File: src/rtl/wb_reg_slave.sv
// Wishbone classic register slave: ID word, write counter and scratch words,
// with a fixed, parameterised response latency.
module wb_reg_slave #(
  parameter int unsigned G_WAIT_STATES = 1,
  parameter int unsigned G_NUM_REGS    = 16,
  parameter logic [31:0] G_ID          = 32'hB0B0_CAFE
) (
  input  logic        clk_sys_i,
  input  logic        rst_n_i,
  input  logic        wb_cyc_i,
  input  logic        wb_stb_i,
  input  logic        wb_we_i,
  input  logic [31:0] wb_adr_i,
  input  logic [3:0]  wb_sel_i,
  input  logic [31:0] wb_dat_i,
  output logic [31:0] wb_dat_o,
  output logic        wb_ack_o,
  output logic        wb_err_o
);

  typedef enum logic [1:0] {StIdle, StWait, StResp} state_e;

  state_e      state_q;
  logic [3:0]  cnt_q;
  logic [5:0]  idx_q;
  logic        we_q;
  logic [3:0]  sel_q;
  logic [31:0] dat_q;
  logic        ack_q;
  logic        err_q;
  logic [31:0] rdat_q;
  logic [31:0] wrcnt_q;
  logic [31:0] regs_q [G_NUM_REGS];

  logic        req;
  logic        mapped;
  logic [31:0] rd_word;
  logic [31:0] wmask;
  logic        unused_adr;

  assign req        = wb_cyc_i & wb_stb_i;
  assign mapped     = ({1'b0, idx_q} < 7'(G_NUM_REGS));
  assign wmask      = {{8{sel_q[3]}}, {8{sel_q[2]}}, {8{sel_q[1]}}, {8{sel_q[0]}}};
  assign unused_adr = ^{wb_adr_i[31:8], wb_adr_i[1:0]};

  always_comb begin
    rd_word = '0;
    if (idx_q == 6'd0) begin
      rd_word = G_ID;
    end else if (idx_q == 6'd1) begin
      rd_word = wrcnt_q;
    end else begin
      for (int unsigned i = 2; i < G_NUM_REGS; i++) begin
        if (idx_q == 6'(i)) rd_word = regs_q[i];
      end
    end
  end

  always_ff @(posedge clk_sys_i or negedge rst_n_i) begin
    if (!rst_n_i) begin
      state_q <= StIdle;
      cnt_q   <= '0;
      idx_q   <= '0;
      we_q    <= 1'b0;
      sel_q   <= '0;
      dat_q   <= '0;
      ack_q   <= 1'b0;
      err_q   <= 1'b0;
      rdat_q  <= '0;
      wrcnt_q <= '0;
      for (int unsigned i = 0; i < G_NUM_REGS; i++) regs_q[i] <= '0;
    end else begin
      ack_q  <= 1'b0;
      err_q  <= 1'b0;
      rdat_q <= '0;
      unique case (state_q)
        StIdle: begin
          if (req) begin
            idx_q <= wb_adr_i[7:2];
            we_q  <= wb_we_i;
            sel_q <= wb_sel_i;
            dat_q <= wb_dat_i;
            if (G_WAIT_STATES == 0) begin
              state_q <= StResp;
            end else begin
              cnt_q   <= 4'(G_WAIT_STATES);
              state_q <= StWait;
            end
          end
        end
        StWait: begin
          // Only cyc aborts; stb may drop once the request is captured.
          if (!wb_cyc_i) begin
            cnt_q   <= '0;
            state_q <= StIdle;
          end else begin
            cnt_q <= cnt_q - 4'd1;
            if (cnt_q == 4'd1) state_q <= StResp;
          end
        end
        StResp: begin
          state_q <= StIdle;
          if (!mapped) begin
            err_q <= 1'b1;
          end else begin
            ack_q <= 1'b1;
            if (we_q) begin
              wrcnt_q <= wrcnt_q + 32'd1;
              for (int unsigned i = 2; i < G_NUM_REGS; i++) begin
                if (idx_q == 6'(i)) regs_q[i] <= (regs_q[i] & ~wmask) | (dat_q & wmask);
              end
            end else begin
              rdat_q <= rd_word;
            end
          end
        end
        default: state_q <= StIdle;
      endcase
    end
  end

  assign wb_dat_o = rdat_q;
  assign wb_ack_o = ack_q;
  assign wb_err_o = err_q;

endmodule
File: config.mk
export PLATFORM = sky130hd
export DESIGN_NAME = wb_reg_slave
export DESIGN_NICKNAME = d
export VERILOG_FILES = /design/src/rtl/wb_reg_slave.sv
export SDC_FILE = /design/constraint.sdc
export NUM_CORES = 1
export LEC_CHECK = 0
export ABC_CLOCK_PERIOD_IN_PS = 3000
export BUFFER_PORTS_ARGS = -buffer_cell sky130_fd_sc_hd__buf_2
export CORE_ASPECT_RATIO = 1.25
export CORE_MARGIN = 3
export CORE_UTILIZATION = 60
export CTS_CLUSTER_DIAMETER = 50
export DETAILED_ROUTE_END_ITERATION = 8
export PLACE_DENSITY = 0.89
export SETUP_SLACK_MARGIN = 0.2
export SLEW_MARGIN = 20
export SYNTH_ARGS = -nofsm -noshare
export SYNTH_HDL_FRONTEND = slang
export SYNTH_SLANG_ARGS = --single-unit
export TNS_END_PERCENT = 5
File: constraint.sdc
create_clock -name clk_sys_i -period 3 [get_ports clk_sys_i]
set_input_delay 0.15 -clock clk_sys_i [delete_from_list [all_inputs] [get_ports clk_sys_i]]
set_output_delay 0.15 -clock clk_sys_i [all_outputs]
set_load 0.01 [all_outputs]
==> results.md, run 1 <==
* Status: completed
* Synth top area cells: dfrtp_1 55%, mux2_2 22%, nor2_4 1.9%
* Final setup fails at 0
* Non-filler cells, final at 2,812
* WP data arrival at 3.26 ns
* Clk root buf: clkbuf_16
* Fill count at 2,771
* Total Nets Final at 2,285
* IO Pins at 107
* Max_cap viols at 0
* Sequential cell area fraction in the yosys report at 0.5459
* VDD IR-drop max at 0.4775 mV
* CTS tree: done
* Vias in the first global route at 20,180
* CP Capture Type: flip-flop
* Post-synth EDFFs at 0
* GRT Overall Usage at 0.3589
* Drt total wl at 81.72 mm
* Commonest cells in the netlist: 563 x dfrtp_1, 496 x mux2_2, 103 x nand2_1
* Share of flip-flops with an asynchronous set or reset at 1.000
* Routed len/inst at 29.06 µm
* Flops & latches, synth at 563
* Largest family of logic cells by synthesized area: multiplexers
* Layout area overhead at 15.12%
* Synthesized net count at 2,104
* Die area at 45,550 µm²
* Max clock buf depth at 3
* Min-delay worst type: input port to async pin
* Via count at 19,490
* R2R Setup Slk at 0.20 ns
* Total CTS buffers at 53
* Ys flop type: dfrtp_1
* H-tree depth at 2
* Antenna Cells at 0
* Dpl hpwl at 53.56 mm
* Initial core utilization at 0.6108
* Setup TNS at 0 ns
* Period utilization at 0.9333
* Cell Area, Synth at 25,810 µm²
* CP startpoint kind: flip-flop
* Ys Warns at 0
* Clk sinks at 563
* Adder-cell area share of the yosys netlist at 0.001454
* Setup bufs post-CTS at 0
* Skew-Pair Late Insertion Delay at 0.60 ns
* Mapped Cells at 2,028
* Pwr Density at 657.0 nW/µm²
* Layout cells sized above 1 at 0.3915
* Area of the core at 42,250 µm²
* Crit Path Max Fanout at 13
* Largest net degree at the start of global routing at 140
* Fin crit period at 2.800 ns
* Synth Area in XOR/XNOR at 0.01052
* Syn_area_per_cell at 12.73 µm²
* Req. time, crit path at 3.46 ns
* Rows at 84
* Most numerous cell in the Yosys netlist: dfrtp_1
* Multiplexer share of the synthesized area at 0.2300
* Leak Pwr at 13.85 nW
* Peak Freq at 357.2 MHz
* Initial drt markers at 2,415
* Die height at 237.9 µm
* Post-route ant nets at 0
* Hold Violations, Final at 0
* Die W at 191.5 µm
* Initial antenna violation count at 0
* GRT overflow at 0
* Drt drc at 0
* Cell taking the most area after synthesis: dfrtp_1
* Kind of critical path: flip-flop to flip-flop
* Yosys top cell area share at 0.5459
* Slew @ Worst Pin at 0.8476 ns
* CTS clk-pin slew, worst paths at 0.07 ns
* Slew margin rel. at 0.4331
* Global-route wire length before repair at 122.7 mm
* # port buffers at 80
* Fin util at 0.7032
* Final slew viol count at 0
* Post-Place Cells at 2,666
* RSZ-0062 raised after global routing: yes
* Placer Congestion at 1.033
* Worst Skew at 0.02177 ns
* Post-synthesis simple-gate area fraction at 0.08048
* Detailed Routing Iterations Pass 1 at 6
* Vias per cell at 6.932
* Compound-Gate Fraction of Synth Area at 0.1061
* Netlist cell types at 76
==> area by class of cell <==
type                       instances  area, µm²  area share
clock buffer                      81       1574     0.05298
multi-input combinational       1324      11100      0.3736
timing repair buffer             256       1987     0.06688
tap                              559      699.4     0.02354
sequential                       563      14100      0.4746
clock inverter                    18      210.2    0.007075
inverter                          11      41.29    0.001390
==> placed cells by master, fill, tap and decap left out, types with 11 or more instances in the layout <==
master,instances
nor2_2,25
a22o_1,14
nand3_1,27
nor2_1,66
mux2_2,496
dlygate4sd3_1,47
nand4_1,15
a2111oi_0,12
o22ai_1,33
buf_4,118
nor3_1,14
a221oi_1,22
buf_12,11
clkbuf_16,55
nand2_1,103
mux2i_1,35
a211oi_1,15
a21oi_1,86
buf_2,79
nor2_4,43
dfrtp_1,559
o211ai_1,14
a22oi_1,47
clkbuf_1,16
o21ai_0,78
o221ai_1,18
xnor2_1,22
==> routing by layer <==
| metal | GRT usage | vias to the layer above | part of all wire |
|---|---|---|---|
| met1 | 0.4429 | 9759 | 0.35 |
| met4 | 0.2489 | 0 | 0.085 |
| li1 | - | 7843 | - |
| met2 | 0.5634 | 1445 | 0.46 |
| met3 | 0.08082 | 445 | 0.10 |
| met5 | 0 | - | 0 |
==> where the power goes <==
group          leakage [nW]  internal, mW  switching [mW]  total [mW]
registers              7.76          7.93            1.11        9.04
clock network         0.880          3.97            2.92        6.89
logic                  5.21          1.26            2.33        3.59
==> critical path, cell delays in order (launching register included) <==
cell	delay [ns]
dfrtp_1	0.60
nor4b_4	0.59
buf_4	0.36
nand2_1	0.16
buf_4	0.20
nor2_4	0.36
mux2_2	0.38
==> logic make-up after synthesis <==
family | count (synthesis)
compound gates | 403
buf+inv | 141
flops | 563
mux | 531
xor+xnor | 31
simple gates | 356
fa+ha+maj | 3
==> through the flow <==
| step | total power [mW] | hold WS, ns | instance area, µm² | setup WS [ns] |
|---|---|---|---|---|
| 6_report | 19.52 | 0.2617 | 29710 | 0.2001 |
| 5_1_grt | 20.02 | 0.3155 | 29710 | 0.1500 |
| 4_1_cts | 19.31 | 0.2876 | 29690 | 0.2056 |
| 3_5_place_dp | 12.42 | 0.01367 | 27440 | 0.2508 |
| 3_3_place_gp | 12.30 | 0.01530 | 27440 | 0.2798 |
| 2_1_floorplan | 10.64 | -0.1456 | 25810 | 0.8708 |
==> final timing paths <==
path | from | depth (start not counted) | end
setup / recovery | idx_q[2]$_DFFE_PN0P_ | 6 | flip-flop
hold / removal | rst_n_i | 3 | wrcnt_q[19]$_DFFE_PN0P_
setup reg to reg | idx_q[2]$_DFFE_PN0P_ | 6 | flip-flop
hold reg to reg | wrcnt_q[24]$_DFFE_PN0P_ | 1 | wrcnt_q[24]$_DFFE_PN0P_
max in group asynchronous | rst_n_i | 3 | async pin
min in group clk_sys_i | wb_adr_i[2] | 4 | idx_q[0]$_DFFE_PN0P_
==> repair_timing <==
item                                    4_1_cts  5_1_grt
hold buffers                                 47        0
hold endpoints to repair                    519        0
resized for setup                             0        6
endpoints found under the setup margin        0       78
(Power assumes the default switching activity.)
==> run 2, diff against run 1 <==
--- a/config.mk
+++ b/config.mk
@@ -9,10 +9,11 @@
 export BUFFER_PORTS_ARGS = -buffer_cell sky130_fd_sc_hd__buf_2
 export CORE_ASPECT_RATIO = 1.25
 export CORE_MARGIN = 3
-export CORE_UTILIZATION = 60
+export CORE_UTILIZATION = 40
 export CTS_CLUSTER_DIAMETER = 50
 export DETAILED_ROUTE_END_ITERATION = 8
-export PLACE_DENSITY = 0.89
+export MAX_ROUTING_LAYER = met4
+export PLACE_DENSITY = 0.67
 export SETUP_SLACK_MARGIN = 0.2
 export SLEW_MARGIN = 20
 export SYNTH_ARGS = -nofsm -noshare
==> run 2 against run 1 <==
Net effect: clock skew increased by 0.0023 ns; largest cell class unchanged; sequential power is 0.6% lower; largest power group unchanged; die area is 48% higher; clock-buffer cell count rose by 11; critical path type unchanged; final area grew 1.3%; via count shrank 4.3%.
==> results.md, run 2 (synthesis results as in run 1) <==
* Global-route wire length before repair at 124.6 mm (+1.6%)
* Setup TNS at 0 ns (unchanged)
* Fin crit period at 2.910 ns (+0.1100 ns)
* Fill count at 5,599 (+100%)
* Commonest non-fill, non-tap cell in the layout: dfrtp_1
* Slew @ Worst Pin at 0.8812 ns (+0.03359 ns)
* Area of the core at 63,530 µm² (+50%)
* Die area at 67,620 µm² (+48%)
* Slew margin rel. at 0.4080 (-0.02505)
* Layout area overhead at 16.61%
* Final slew viol count at 0 (unchanged)
* GRT overflow at 0 (unchanged)
* Vias in the first global route at 19,170 (-5.0%)
* Largest net degree at the start of global routing at 100 (-29%)
* CTS clk-pin slew, worst paths at 0.06 ns (about the same)
* Drt total wl at 83.69 mm (+2.4%)
* Overall power at 19.52 mW (about the same)
* Total CTS buffers at 56 (+5.7%)
* GRT Max-Usage Layer: met2
* Placer Congestion at 0.9419 (-8.8%)
* Met2 usage at 0.3997 (-0.1637)
* WP data arrival at 3.40 ns (+0.14 ns)
* Die height at 290.0 µm (+22%)
* Final setup fails at 0 (unchanged)
* GRT Overall Usage at 0.2524 (-0.1065)
* Layout cells sized above 1 at 0.3892 (-0.002270)
* VDD IR-drop max at 0.4162 mV (-13%)
* Initial core utilization at 0.4062 (-0.2046)
* Leak Pwr at 13.85 nW (about the same)
* Most frequent cells in the layout: 561 x dfrtp_1, 496 x mux2_2, 119 x buf_4
* Clk root buf: clkbuf_16
* Fin util at 0.4737 (-0.2295)
* IO Pins at 107 (unchanged)
* Detailed Routing Iterations Pass 1 at 9 (+3)
* Kind of critical path: flip-flop to flip-flop
* Max_cap viols at 0 (unchanged)
* Skew-Pair Late Insertion Delay at 0.62 ns (+0.02 ns)
* # port buffers at 80 (unchanged)
* Clk sinks at 563 (unchanged)
* Hold Violations, Final at 0 (unchanged)
* Total Nets Final at 2,291 (+0.26%)
* Via count at 18,660 (-4.3%)
* Pwr Density at 648.6 nW/µm² (-1.3%)
* Peak Freq at 343.7 MHz (-3.8%)
* Routed len/inst at 26.98 µm (-7.2%)
* Met3 usage at 0.03515 (-0.04567)
* GR met1 Demand/Resource at 0.3116 (-0.1313)
* Die W at 233.2 µm (+22%)
* RSZ-0062 raised after global routing: yes
* Crit Path Max Fanout at 10 (-3)
* Min-delay worst type: input port to async pin
* Post-route ant nets at 0 (unchanged)
* Max clock buf depth at 3 (unchanged)
* Worst Skew at 0.02411 ns (+0.002344 ns)
* Initial drt markers at 2,070 (-14%)
* Drt drc at 0 (unchanged)
* Vias per cell at 6.014 (-13%)
* Status: completed
* CTS tree: done
* H-tree depth at 2 (unchanged)
* Dpl hpwl at 57.00 mm (+6.4%)
* Rows at 103 (+23%)
* Req. time, crit path at 3.49 ns (+0.03 ns)
* CP Capture Type: flip-flop
* CP startpoint kind: flip-flop
* Initial antenna violation count at 0 (unchanged)
* Period utilization at 0.9700 (+0.03665)
## run 2: cell count changes in the layout (fill, tap and decap cells not counted), sizes merged
cell / change
dlygate4sd3: -1
clkinvlp: +1
clkbuf: +11
bufinv: -3
clkinv: -4
buf: +4
diode: +1
## run 2: layout make-up
type	count	area [µm²]	share of cell area
Tap cell	840	1051	0.03492
Clock buffer	92	1648	0.05476
Timing Repair Buffer	259	2044	0.06794
Sequential cell	563	14090	0.4683
Inverter	11	41.29	0.001372
Antenna cell	1	2.502	0.00008315
Multi-Input combinational cell	1324	11110	0.3691
Clock inverter	12	105.1	0.003492
## run 2: final timing paths
| check | start | endpoint | slack [ns] | depth (start not counted) |
|---|---|---|---|---|
| setup / recovery | idx_q[5]$_DFFE_PN0P_ | wb_dat_o[11]$_DFF_PN0_ | 0.09 | 6 |
| hold / removal | rst_n_i | dat_q[25]$_DFFE_PN0P_ | 0.10 | 2 |
| setup reg to reg | idx_q[5]$_DFFE_PN0P_ | wb_dat_o[11]$_DFF_PN0_ | 0.09 | 6 |
| hold reg to reg | flip-flop | flip-flop | 0.50 | 1 |
| max in group asynchronous | rst_n_i | async pin | 1.90 | 3 |
| min in group clk_sys_i | wb_adr_i[2] | idx_q[0]$_DFFE_PN0P_ | 0.28 | 4 |
## run 2: metal layers
| layer | vias up | wire length (µm) |
|---|---|---|
| met3 | 266 | 5285 |
| met1 | 9681 | 33070 |
| met4 | 0 | 5243 |
| li1 | 7874 | - |
| met5 | - | 0 |
| met2 | 835 | 40090 |
## run 2: metrics by stage
| stage | setup slack, ns | hold WS, ns | area, µm² | instances |
|---|---|---|---|---|
| final | 0.09015 | 0.1031 | 30090 | 3102 |
| after global routing | 0.1025 | 0.1662 | 30090 | 3101 |
| after CTS | 0.1873 | 0.1328 | 30080 | 3101 |
| after detailed placement | 0.1179 | 0.1972 | 27810 | 2945 |
| after global placement | 0.1714 | 0.1891 | 27810 | 2945 |
| after floorplan | 0.8708 | -0.1456 | 25810 | 2028 |
## run 2: power by group
group	switching, mW	internal (mW)
Clock	3.00	3.83
Sequential	1.07	7.92
Combinational	2.41	1.29
Total	6.48	13.0
## run 2: worst max-delay path, stage by stage, from the launching register on
cell	delay [ns]
dfrtp_1	0.53
nor4b_4	0.42
nand2b_1	0.40
nor3_1	0.84
buf_4	0.27
o21ai_0	0.08
o22ai_1	0.25
## run 2: repair_timing
action,CTS,global route
setup endpoints to repair,2,101
gates resized for setup,1,4
setup buffers,6,0
pin swaps,2,0
hold buffers,46,0
hold endpoints to repair,108,0
